===== config.mk =====
export PLATFORM = sky130hd
export DESIGN_NAME = mpu_load_sched
export DESIGN_NICKNAME = d
export VERILOG_FILES = /design/src/rtl/mpu_load_sched_pkg.sv /design/src/rtl/mpu_load_sched_rr_arbiter.sv /design/src/rtl/mpu_load_sched.sv
export SDC_FILE = /design/constraint.sdc
export NUM_CORES = 1
export LEC_CHECK = 0
export CAP_MARGIN = 10
export CORE_ASPECT_RATIO = 2
export CORE_MARGIN = 2
export CORE_UTILIZATION = 35
export DETAILED_ROUTE_END_ITERATION = 10
export GPL_TIMING_DRIVEN = 0
export PLACE_DENSITY = 0.8
export SYNTH_ARGS = -nofsm -noshare
export SYNTH_HDL_FRONTEND = slang
export SYNTH_SLANG_ARGS = --single-unit

===== constraint.sdc =====
create_clock -name clk -period 4.2 [get_ports clk]
set_input_delay 0.84 -clock clk [delete_from_list [all_inputs] [get_ports clk]]
set_output_delay 0.84 -clock clk [all_outputs]
set_load 0.02 [all_outputs]

===== src/rtl/mpu_load_sched_pkg.sv =====
// Shared types and default sizing for the matrix load scheduler.
// Default NREQ and the global matrix geometry live here.
package mpu_load_sched_pkg;

  localparam int NREQ_DEF  = 2;
  localparam int MBITS_DEF = 3;
  localparam int NBITS_DEF = 3;
  localparam int MRS_DEF   = 4;

  typedef enum logic [1:0] {
    SCHED_IDLE,
    SCHED_ISSUE,
    SCHED_STREAM,
    SCHED_DONE
  } sched_state_t;

endpackage


===== src/rtl/mpu_load_sched_rr_arbiter.sv =====
// Combinational round-robin pick: first valid index at or after ptr,
// wrapping, returned as one-hot grant plus binary index.
module mpu_load_sched_rr_arbiter #(
  parameter  int NREQ = 2,
  localparam int IW   = $clog2(NREQ)
) (
  input  logic [NREQ-1:0] i_valid,
  input  logic [IW-1:0]   i_ptr,
  output logic [NREQ-1:0] o_grant,
  output logic [IW-1:0]   o_idx,
  output logic            o_any
);

  logic [IW:0]   w_sum;
  logic [IW-1:0] w_j;

  always_comb begin
    o_grant = '0;
    o_idx   = '0;
    o_any   = 1'b0;
    w_sum   = '0;
    w_j     = '0;
    for (int k = 0; k < NREQ; k++) begin
      w_sum = {1'b0, i_ptr} + (IW+1)'(k);
      if (w_sum >= (IW+1)'(NREQ))
        w_sum = w_sum - (IW+1)'(NREQ);
      w_j = w_sum[IW-1:0];
      if (!o_any && i_valid[w_j]) begin
        o_any      = 1'b1;
        o_grant[w_j] = 1'b1;
        o_idx      = w_j;
      end
    end
  end

endmodule


===== src/rtl/mpu_load_sched.sv =====
// Round-robin owner of the matrix load unit across NREQ requesters.
// Optional ISSUE watchdog: define MPU_LOAD_SCHED_TIMEOUT_EN.
module mpu_load_sched
  import mpu_load_sched_pkg::*;
#(
  parameter int NREQ            = NREQ_DEF,
  parameter int FP              = 32,
  parameter int MBITS           = MBITS_DEF,
  parameter int NBITS           = NBITS_DEF,
  parameter int MATRIX_REG_SIZE = MRS_DEF
`ifdef MPU_LOAD_SCHED_TIMEOUT_EN
  ,
  parameter int TIMEOUT         = 64
`endif
) (
  input  logic                          clk,
  input  logic                          rst,
  input  logic [NREQ-1:0]               req_valid,
  input  logic [NREQ*(MBITS+1)-1:0]     req_m_size,
  input  logic [NREQ*(NBITS+1)-1:0]     req_n_size,
  input  logic [NREQ*MATRIX_REG_SIZE-1:0] req_addr,
  input  logic [NREQ*FP-1:0]            req_element,
  output logic [NREQ-1:0]               req_grant,
  output logic [NREQ-1:0]               req_take,
  output logic [NREQ-1:0]               req_done,
  output logic [NREQ-1:0]               req_error,
  output logic                          load_en,
  output logic [MBITS:0]                load_m_size,
  output logic [NBITS:0]                load_n_size,
  output logic [MATRIX_REG_SIZE-1:0]    load_addr,
  output logic [FP-1:0]                 load_element,
  input  logic                          load_ack,
  input  logic                          load_error,
  output logic                          busy
);

  localparam int MW = MBITS + 1;
  localparam int NW = NBITS + 1;
  localparam int CW = MBITS + NBITS + 2;
  localparam int IW = $clog2(NREQ);

  sched_state_t          r_state;
  logic [IW-1:0]         r_ptr;
  logic [IW-1:0]         r_gidx;
  logic [NREQ-1:0]       r_grant;
  logic [NREQ-1:0]       r_done;
  logic [NREQ-1:0]       r_err;
  logic                  r_load_en;
  logic [MW-1:0]         r_m;
  logic [NW-1:0]         r_n;
  logic [MATRIX_REG_SIZE-1:0] r_addr;
  logic [CW-1:0]         r_cnt;

  logic [NREQ-1:0]       w_arb_grant;
  logic [IW-1:0]         w_arb_idx;
  logic                  w_arb_any;
  logic [IW-1:0]         w_next_ptr;
  logic [CW-1:0]         w_prod;
  logic                  w_take;

  mpu_load_sched_rr_arbiter #(.NREQ(NREQ)) u_arb (
    .i_valid (req_valid),
    .i_ptr   (r_ptr),
    .o_grant (w_arb_grant),
    .o_idx   (w_arb_idx),
    .o_any   (w_arb_any)
  );

  assign w_next_ptr = (r_gidx == IW'(NREQ-1)) ? '0 : r_gidx + IW'(1);
  // Full-width product so e.g. 15x15 is not truncated to dim width.
  assign w_prod = CW'(r_m) * CW'(r_n);
  assign w_take = load_ack &
                  (((r_state == SCHED_ISSUE) & ~load_error) |
                   (r_state == SCHED_STREAM));

  assign req_grant    = r_grant;
  assign req_take     = w_take ? r_grant : '0;
  assign req_done     = r_done;
  assign req_error    = r_err;
  assign load_en      = r_load_en;
  assign load_m_size  = r_m;
  assign load_n_size  = r_n;
  assign load_addr    = r_addr;
  assign load_element = (|r_grant) ? req_element[r_gidx*FP +: FP] : '0;
  assign busy         = (r_state != SCHED_IDLE);

`ifdef MPU_LOAD_SCHED_TIMEOUT_EN
  localparam int WW = $clog2(TIMEOUT + 1);
  logic [WW-1:0] r_wd;
`endif

  always_ff @(posedge clk or posedge rst) begin
    if (rst) begin
      r_state   <= SCHED_IDLE;
      r_ptr     <= '0;
      r_gidx    <= '0;
      r_grant   <= '0;
      r_done    <= '0;
      r_err     <= '0;
      r_load_en <= 1'b0;
      r_m       <= '0;
      r_n       <= '0;
      r_addr    <= '0;
      r_cnt     <= '0;
`ifdef MPU_LOAD_SCHED_TIMEOUT_EN
      r_wd      <= '0;
`endif
    end else begin
      r_done <= '0;
      r_err  <= '0;
      unique case (r_state)
        SCHED_IDLE: begin
          if (w_arb_any) begin
            r_grant   <= w_arb_grant;
            r_gidx    <= w_arb_idx;
            r_m       <= req_m_size[w_arb_idx*MW +: MW];
            r_n       <= req_n_size[w_arb_idx*NW +: NW];
            r_addr    <= req_addr[w_arb_idx*MATRIX_REG_SIZE +: MATRIX_REG_SIZE];
            r_load_en <= 1'b1;
            r_state   <= SCHED_ISSUE;
`ifdef MPU_LOAD_SCHED_TIMEOUT_EN
            r_wd      <= '0;
`endif
          end
        end
        SCHED_ISSUE: begin
          if (load_error) begin
            r_err     <= r_grant;
            r_grant   <= '0;
            r_load_en <= 1'b0;
            r_ptr     <= w_next_ptr;
            r_state   <= SCHED_IDLE;
          end else if (load_ack) begin
            r_cnt     <= CW'(1);
            r_load_en <= 1'b0;
            r_state   <= SCHED_STREAM;
          end
`ifdef MPU_LOAD_SCHED_TIMEOUT_EN
          else if (r_wd == WW'(TIMEOUT - 1)) begin
            r_err     <= r_grant;
            r_grant   <= '0;
            r_load_en <= 1'b0;
            r_ptr     <= w_next_ptr;
            r_state   <= SCHED_IDLE;
          end else begin
            r_wd <= r_wd + WW'(1);
          end
`endif
        end
        SCHED_STREAM: begin
          if (load_ack) begin
            if (r_cnt != '1)
              r_cnt <= r_cnt + CW'(1);
          end else begin
            r_state <= SCHED_DONE;
            if (r_cnt == w_prod)
              r_done <= r_grant;
            else
              r_err <= r_grant;
          end
        end
        SCHED_DONE: begin
          r_grant <= '0;
          r_ptr   <= w_next_ptr;
          r_state <= SCHED_IDLE;
        end
        default: r_state <= SCHED_IDLE;
      endcase
    end
  end

endmodule


======== Word-level counts from Yosys, hierarchy flattened ========
Cells that the tools add are included.
word-level totals
  logic and storage cells ................. 107
  input port bits ......................... 94
  output and inout port bits .............. 54
  flip-flop bits (word level) ............. 31
cells by class
  bitwise operators ....................... 5
  reduce and logical (&&, ||, !) cells .... 17
  add/sub/neg operators ................... 5
  multiply operators ...................... 1
  order comparisons ....................... 6
  shifts and indexed selects .............. 4
  eq/ne operators ......................... 13
  muxes and demuxes ....................... 45
operator list
  operator                                                                 number
  64-bit by 7-bit variable part select with 32-bit output                  1
  32-bit two-way mux                                                       1
  8-bit two-way mux                                                        4
  2-bit two-way mux                                                        15
  8-bit by 4-bit variable part select with 4-bit output                    3
  1-bit two-way mux                                                        17
  8-bit case mux with 2 select lines                                       1
  2-bit inequality test, second input constant                             5
  3-bit AND reduction                                                      3
  8-bit by 1-bit adder with 8-bit output, second input constant            1
  8-bit equality test                                                      1
  4-bit by 4-bit multiplier with 8-bit output                              1
  8-bit inequality test, second input constant                             1
  2-bit case mux with 4 select lines                                       1
  2-bit nonzero test                                                       4
  2-bit case mux with 3 select lines                                       1
  5-bit AND reduction                                                      1
  2-bit equality test, second input constant                               2
  1-bit by 2-bit < comparator with 1-bit output, second input constant     2
  2-bit by 1-bit inequality test with 1-bit output, second input constant  2
  1-bit case mux with 2 select lines                                       2
  2-bit case mux with 2 select lines                                       1
  2-bit AND reduction                                                      2
  1-bit logical AND                                                        3
  other kinds (17)                                                         21

======== Depth between registers and ports, before layout ========
Gate-level depths: netlist of run 1.
  depth in word-level cells ............... 11
  depth in mapped cells ................... 11
  gate-level depth less buffers ........... 11

======== Cells and area by module ========
Synthesis of run 1 repeated with hierarchy kept, for this count alone.
second synthesis, totals
  cells, all modules ...................... 296
  area, all modules ....................... 2,563.7 µm²
modules (own cells, without submodules)
  module                     area an instance (µm²)  instances  sequential area each (µm²)  cells an instance
  mpu_load_sched             2,531.2                 1          775.7                       291
  mpu_load_sched_rr_arbiter  32.5                    1          0.0                         5

======== Worst setup path before layout of run 1 ========
Ideal clock, no wire load.
  path type ............................... reg2reg
  from .................................... register r_n[3], in the netlist load_n_size[3]
  to ...................................... register r_err[0], in the netlist req_error[0]
  path buffers ............................ 0
  path slack .............................. 889 ps
  required time ........................... 4,074 ps
  data arrival time ....................... 3,185 ps
  clock period less this slack ............ 3,311 ps
  cell stages (with the launch flop) ...... 11
  library setup time ...................... 126 ps
  cell sequence ........................... dfrtp_1 -> nand2_1 -> fa_1 -> fa_1 -> inv_1 -> fa_1 -> xnor2_1 -> xnor2_1 -> nor4_2 -> nand4_1 -> o311a_1
between the ends
  cells in the longest elaborated chain, start to end .. 5
ends and longest elaborated chain
  element                                      RTL line               RTL
  start, declared                              mpu_load_sched.sv:50   logic [NW-1:0] r_n;
  start signal, assigned                       mpu_load_sched.sv:117  r_n <= req_n_size[w_arb_idx*NW +: NW];
  4-bit by 4-bit multiplier with 8-bit output  mpu_load_sched.sv:71   assign w_prod = CW'(r_m) * CW'(r_n);
  8-bit equality test                          mpu_load_sched.sv:156  if (r_cnt == w_prod)
  2-bit two-way mux                            mpu_load_sched.sv:156
  2-bit two-way mux                            mpu_load_sched.sv:151  if (load_ack) begin
  2-bit case mux with 2 select lines           mpu_load_sched.sv:111  unique case (r_state)
  end signal, assigned                         mpu_load_sched.sv:128  r_err <= r_grant;
  end signal, assigned                         mpu_load_sched.sv:159  r_err <= r_grant;
  end, declared                                mpu_load_sched.sv:47   logic [NREQ-1:0] r_err;
No other way between the ends.
A chain may end at the register's enable or synchronous reset.

======== Worst setup path in the final report of run 1 ========
  from .................................... register r_m[0], in the netlist load_m_size[0]
  to ...................................... register r_err[1], in the netlist req_error[1]
between the ends
  cells in the longest elaborated chain, start to end .. 5
ends and longest elaborated chain
  element                                      RTL line               RTL
  start, declared                              mpu_load_sched.sv:49   logic [MW-1:0] r_m;
  start signal, assigned                       mpu_load_sched.sv:116  r_m <= req_m_size[w_arb_idx*MW +: MW];
  4-bit by 4-bit multiplier with 8-bit output  mpu_load_sched.sv:71
  8-bit equality test                          mpu_load_sched.sv:156
  2-bit two-way mux                            mpu_load_sched.sv:156
  2-bit two-way mux                            mpu_load_sched.sv:151
  2-bit case mux with 2 select lines           mpu_load_sched.sv:111
No other way between the ends.

==> results_dict.tcl, run 1 <==
set metrics [dict create \
    run_status "finished, final reports clean" \
    p_per_area_nw_per_um2 632 \
    synth_flop_cell "dfrtp_1" \
    syn-mean-instance-area_sq_um 8.74 \
    min_period_over_period 0.847 \
    gp_routability_congestion 0.869 \
    grt_antenna_before_repair 0 \
    startpoint_to_endpoint_class_of_the_critical_path "register to register" \
    cellLeakagePower_nw 1.92 \
    design_internal_power_mw 1.49 \
    first_pass_iters 4 \
    total_negative_slack_for_setup_checks_ps 0 \
    drv_slew 0 \
    postCtsResizedCells 0 \
    critPathCapture "req_error[1]" \
    post-route-drc-count 0 \
    detailed_place_hpwl_mm 7.14 \
    power_frac_comb 0.688 \
    synthToLayoutAreaGrowth_pct 68.2 \
    cts-root-buf "clkbuf_16" \
    most_common_library_cell_in_the_layout_ignoring_fill_and_taps "clkdlybuf4s50_1" \
    cell_chain_critical_path "nand2_1 -> fa_1 -> fa_1 -> inv_1 -> fa_1 -> xnor2_1 -> xnor2_1 -> nor4_2 -> nand4_1 -> o311a_1" \
    critPathSlowestCell "fa_1" \
    synth_cell_type_count 40 \
    finalHoldViolCount 0 \
    avgRoutedWirePerCell_um 15.8 \
    hold_buffer_count_at_cts 0 \
    post_drt_via_cell_ratio 5.15 \
    drt_first_iter_violations 89 \
    grt_max_degree 32 \
    yosysWarningCount 0 \
    final_net_count 565 \
    syn-instance-count 294 \
    clk-insertion-delay-late_ps 270 \
    grt_pass1_wl_mm 13.9 \
    total_switching_power_mw 1.24 \
    global_route_total_usage_across_every_layer 0.222 \
    grt_setup_unrepaired "false" \
    die_height_um 125 \
    clock_power_share 0.124 \
    most-common-layout-cells "147 x clkdlybuf4s50_1, 46 x mux2i_1, 41 x nor2_1, 31 x dfrtp_1, 30 x nand2_1" \
    critical-path-top-cell-by-count "fa_1" \
    number_of_synthesized_flops_with_an_enable_pin 0 \
    tightest_slew_ps 825 \
    seq_power_share 0.188 \
    drive_above_1_share 0.0378 \
    worst_r2r_endpoint "req_error[1]" \
    detailroute.via_count 2790 \
    ir_drop_mv 0.408 \
    max_freq_ghz 0.281 \
    min_period_ps 3560 \
    cp-end-kind "register" \
    timing.critical_path.from "load_m_size[0]" \
    synthesis.area_sq_um 2570 \
    boundaryPins 148 \
    max-cap-violations 0 \
    place.port_buffers 147 \
    worstRegToRegCells 10 \
    tritoncts "done" \
    cts_max_path_buffers 2 \
    cts_made_buffers 5 \
    critical_path.startpoint_type "register" \
    synth-seq-area-share 0.302 \
    timing.rr.start "load_m_size[0]" \
    die-width_um 64.6 \
    fp.coreArea_sq_um 7210 \
    syn_nets 410 \
    skew_ps 3.21 \
    grt_overflow_total 0 \
    switching_share 0.455 \
    first_global_vias 3017 \
    final_core_utilization 0.599 \
    rows 44 \
    post-cts-setup-buffers 0 \
    die_ar_sq_um 8090 \
    antenna_left 0 \
    worst-endpoint-required_ps 4360 \
    finalSetupViolCount 0 \
    slew-limit-headroom 0.446 \
    number_of_diodes_added_for_antenna_fixing 0 \
    synth_async_sr_flop_share 1.00 \
    htreeDepth 2 \
    synth.ff_latch_count 31 \
    critical_path_peak_fanout 6 \
    worstHoldPathType "register to register" \
    wirelength_mm 8.54 \
    ff2ff_setup_slack_ps 640 \
    floorplan.initialDensity 0.356 \
    critical_path.max_stage_delay_ps 560 \
    clk_pin_slew_ps 50 \
    arrival_ps 3710 \
    cts.sink_count 31 \
]
==> critical path, delay by kind of cell (launching register included) <==
kind	cells	cell delay, ps
buffers and inverters	1	70
DFF	1	420
and+or+nand+nor	3	660
xor gates and xnor gates	2	340
AOI/OAI and AO/OA	1	410
adders and majority gates	3	1540
==> metal layers <==
layer | up-vias | wire [um] | track usage
li1 | 1331 | - | -
met1 | 1298 | 2710 | 0.199
met2 | 141 | 4870 | 0.436
met3 | 20 | 597 | 0.0450
met4 | 0 | 365 | 0.123
met5 | - | 0 | 0
==> final cells by class <==
class                   instances  area (sq um)
flip-flops and latches         31           776
fillers                       612          2890
well taps                      92           115
multi-input cells             237          1680
clock inverters                 1          5.00
plain buffers                  13          65.1
inverters                      13          48.8
clock buffers                   7           133
repair buffers                148          1500
==> per-stage QoR <==
step                      setup slack, ps  area, sq um  power, mW  cells  hold WS [ps]
after global placement                762         4160       2.36    533           466
final                                 641         4320       2.73    542           478
after CTS                             652         4290       2.75    541           482
after detailed placement              667         4160       2.40    533           471
after floorplan                       889         2570       1.65    294           475
after global routing                  427         4320       2.94    542           506
==> Yosys cell counts (all sizes together), types with 2 or more instances <==
cell / instances / area [sq um]
and3: 4 / 26.3
and2: 9 / 56.3
a21boi: 2 / 15.0
o311a: 2 / 20.0
clkbuf: 7 / 26.3
nor4b: 2 / 17.5
nor2: 41 / 154
xnor2: 6 / 52.6
ha: 18 / 225
mux2i: 46 / 460
nand3: 4 / 20.0
fa: 4 / 80.1
buf: 6 / 38.8
dfrtp: 31 / 776
inv: 13 / 48.8
nand4: 3 / 18.8
o31ai: 7 / 52.6
a21o: 2 / 16.3
o21ai: 29 / 145
nand2: 30 / 113
nand2b: 2 / 12.5
xor2: 6 / 52.6
or3: 5 / 31.3
a21oi: 4 / 20.0
==> logic make-up after synthesis <==
| group | count (synthesis) | synth area share |
|---|---|---|
| AOI/OAI and AO/OA | 53 | 0.128 |
| xor gates and xnor gates | 12 | 0.0409 |
| adders and majority gates | 22 | 0.119 |
| buffers and inverters | 26 | 0.0443 |
| DFF | 31 | 0.302 |
| muxes | 46 | 0.179 |
| and+or+nand+nor | 104 | 0.187 |
==> power groups by stage <==
stage	combinational [mW]	clock (mW)	sequential, mW
6_report	1.88	0.339	0.515
5_1_grt	2.05	0.355	0.533
4_1_cts	1.90	0.343	0.514
3_5_place_dp	1.88	0	0.515
3_3_place_gp	1.85	0	0.510
2_1_floorplan	1.08	0	0.573
==> registers in the layout, indices dropped and copies added, names as in the netlist, named ones only <==
| name | flops |
|---|---|
| load_m_size | 4 |
| r_ptr | 1 |
| load_n_size | 4 |
| r_gidx | 1 |
| req_error | 2 |
| load_en | 1 |
| load_addr | 4 |
| req_done | 2 |
| r_cnt | 8 |
| r_state | 1 |
| req_grant | 2 |
==> worst min-delay path by stage <==
stage | end | start | depth (start not counted)
2_1_floorplan | r_ptr | r_ptr | 2
3_5_place_dp | load_addr[0] | load_addr[0] | 2
3_3_place_gp | load_addr[3] | load_addr[3] | 2
4_1_cts | load_addr[0] | load_addr[0] | 2
6_report | load_addr[0] | load_addr[0] | 2
5_1_grt | load_addr[1] | load_addr[1] | 2
Note: power is estimated with default switching activity, not from simulation.
==> run 2, diff against run 1 <==
Clock period 4.2 ns to 3.3 ns, I/O delays scaled along.
==> run 2 against run 1 <==
Die area stayed put. Global-route usage fell by 0.18 points. Flip-flop and latch count unchanged. Clock power is 42% higher. Cell area grew 2.7%. Register-to-register slack lost 530 ps. Sequential power up 21%. Combinational power rose by 36%. First-iteration DRC count up 11%. Largest cell class unchanged.
==> results_dict.tcl, run 2 (same netlist as run 1, synthesis figures left out) <==
set metrics [dict create \
    critPathSlowestCell "fa_1" \
    die_height_um 125 \
    final.fill_count 590 \
    number_of_diodes_added_for_antenna_fixing 0 \
    drv_slew 0 \
    post_drt_via_cell_ratio 5.13 \
    critical_path.startpoint_type "register" \
    total_power_mw 3.66 \
    drt_first_iter_violations 99 \
    final_critical_path_setup_slack_ps 112 \
    cts_made_buffers 5 \
    die-width_um 64.6 \
    boundaryPins 148 \
    worstHoldEndpoint "load_addr[0]" \
    min_period_ps 3190 \
    run_status "finished, final reports clean" \
    critical_path_peak_fanout 4 \
    startpoint_to_endpoint_class_of_the_critical_path "register to register" \
    floorplan.initialDensity 0.356 \
    tightest_slew_ps 790 \
    tritoncts "done" \
    hold_depth 2 \
    critical_path.max_stage_delay_ps 550 \
    clock_power_share 0.132 \
    max-cap-violations 0 \
    global_route_total_usage_across_every_layer 0.220 \
    power_frac_comb 0.698 \
    hold_buffer_count_at_cts 0 \
    worstHoldPathType "register to register" \
    detailroute.via_count 2810 \
    fp.coreArea_sq_um 7210 \
    first_global_vias 2996 \
    grt_setup_unrepaired "true" \
    wirelength_mm 8.62 \
    antenna_left 0 \
    hold_slack_ps 475 \
    layout.cells.non_filler 548 \
    post-route-drc-count 0 \
    area_of_the_multi_input_gates_sq_um 1730 \
    dp_cells 533 \
    seq_power_share 0.171 \
    avgRoutedWirePerCell_um 15.7 \
    place.port_buffers 147 \
    grt_pass1_wl_mm 13.7 \
    total_negative_slack_for_setup_checks_ps 0 \
    most-common-layout-cells "147 x clkdlybuf4s50_1, 46 x mux2i_1, 41 x nor2_1, 29 x nand2_1, 29 x dfrtp_1" \
    max_freq_ghz 0.314 \
    cellLeakagePower_nw 1.95 \
    timing.critical_path.buf_inv 1 \
    cp-end-kind "register" \
    die_ar_sq_um 8090 \
    timing.rr.start "load_n_size[3]" \
    gp_routability_congestion 0.889 \
    timing.hold.worst.start "load_addr[0]" \
    register_area_sq_um 778 \
    clk_pin_slew_ps 50 \
    grt_max_degree 32 \
    worstRegToRegCells 9 \
    finalHoldViolCount 0 \
    drive_above_1_share 0.0768 \
    min_period_over_period 0.966 \
    most_common_library_cell_in_the_layout_ignoring_fill_and_taps "clkdlybuf4s50_1" \
    first_pass_iters 4 \
    cts-root-buf "clkbuf_16" \
    worst-endpoint-required_ps 3460 \
    design_internal_power_mw 2.03 \
    detailed_place_hpwl_mm 7.02 \
    cts.sink_count 31 \
    cts_max_path_buffers 2 \
    critical_path_depth 9 \
    critical-path-top-cell-by-count "fa_1" \
    total_switching_power_mw 1.63 \
    ir_drop_mv 0.437 \
    ff2ff_setup_slack_ps 110 \
    final_core_utilization 0.615 \
    skew_ps 4.33 \
    largest_register_ffs 8 \
    rows 44 \
    htreeDepth 2 \
    switching_share 0.446 \
    placed_area_sq_um 4160 \
    critical-path-top-delay-family "adder cells" \
    synthToLayoutAreaGrowth_pct 72.6 \
    worst_r2r_endpoint "req_error[0]" \
    p_per_area_nw_per_um2 824 \
    final_design_area_no_fill_sq_um 4440 \
    cell_chain_critical_path "nand2_2 -> fa_1 -> fa_1 -> inv_2 -> fa_2 -> xor2_2 -> nor4_2 -> nand4_1 -> o311a_1" \
    clk-insertion-delay-late_ps 280 \
    pre_cts_slack_ps -201 \
    arrival_ps 3350 \
    slew-limit-headroom 0.469 \
    grt_antenna_before_repair 0 \
    grt_overflow_total 0 \
    final_net_count 571 \
    regMostFlops "r_cnt" \
    finalSetupViolCount 0 \
]
run 2: power by group through the flow:
stage                     Clock (mW)  Sequential [mW]  Combinational [mW]
after global routing           0.502            0.645                2.77
after floorplan                    0            0.733                1.37
final                          0.481            0.624                2.55
after CTS                      0.483            0.619                2.52
after global placement             0            0.651                2.35
after detailed placement           0            0.658                2.39
run 2: how the worst max path moves through the flow:
stage | startpoint | to
final | load_n_size[3] | req_error[0]
after global routing | load_n_size[3] | req_error[0]
after CTS | load_n_size[1] | req_error[1]
after detailed placement | load_n_size[2] | req_error[1]
after global placement | load_n_size[2] | req_error[1]
after floorplan | load_n_size[2] | req_error[0]
run 2: cell type report:
type                            count  share of cell area
Sequential cell                    31               0.175
Tap cell                           92              0.0259
Timing Repair Buffer              154               0.348
Buffer                             13              0.0149
Clock buffer                        8              0.0353
Inverter                           13              0.0110
Multi-Input combinational cell    237               0.389
run 2: worst min-delay path: stages (launching register included):
cell and delay (ps):
dfrtp_1 340, nand2_1 40, o21ai_0 60
run 2: timing repair:
item / 4_1_cts / 5_1_grt
endpoints found under the setup margin: 4 / 6
gates resized for setup: 2 / 9
setup buffers: 6 / 0
pin swaps: 6 / 7
run 2: metal layers:
layer	vias to the layer above	global-route usage	wire (um)
met1	1307	0.201	2750
li1	1346	-	-
met5	-	0	0
met3	16	0.0531	573
met4	0	0.115	270
met2	141	0.425	5030
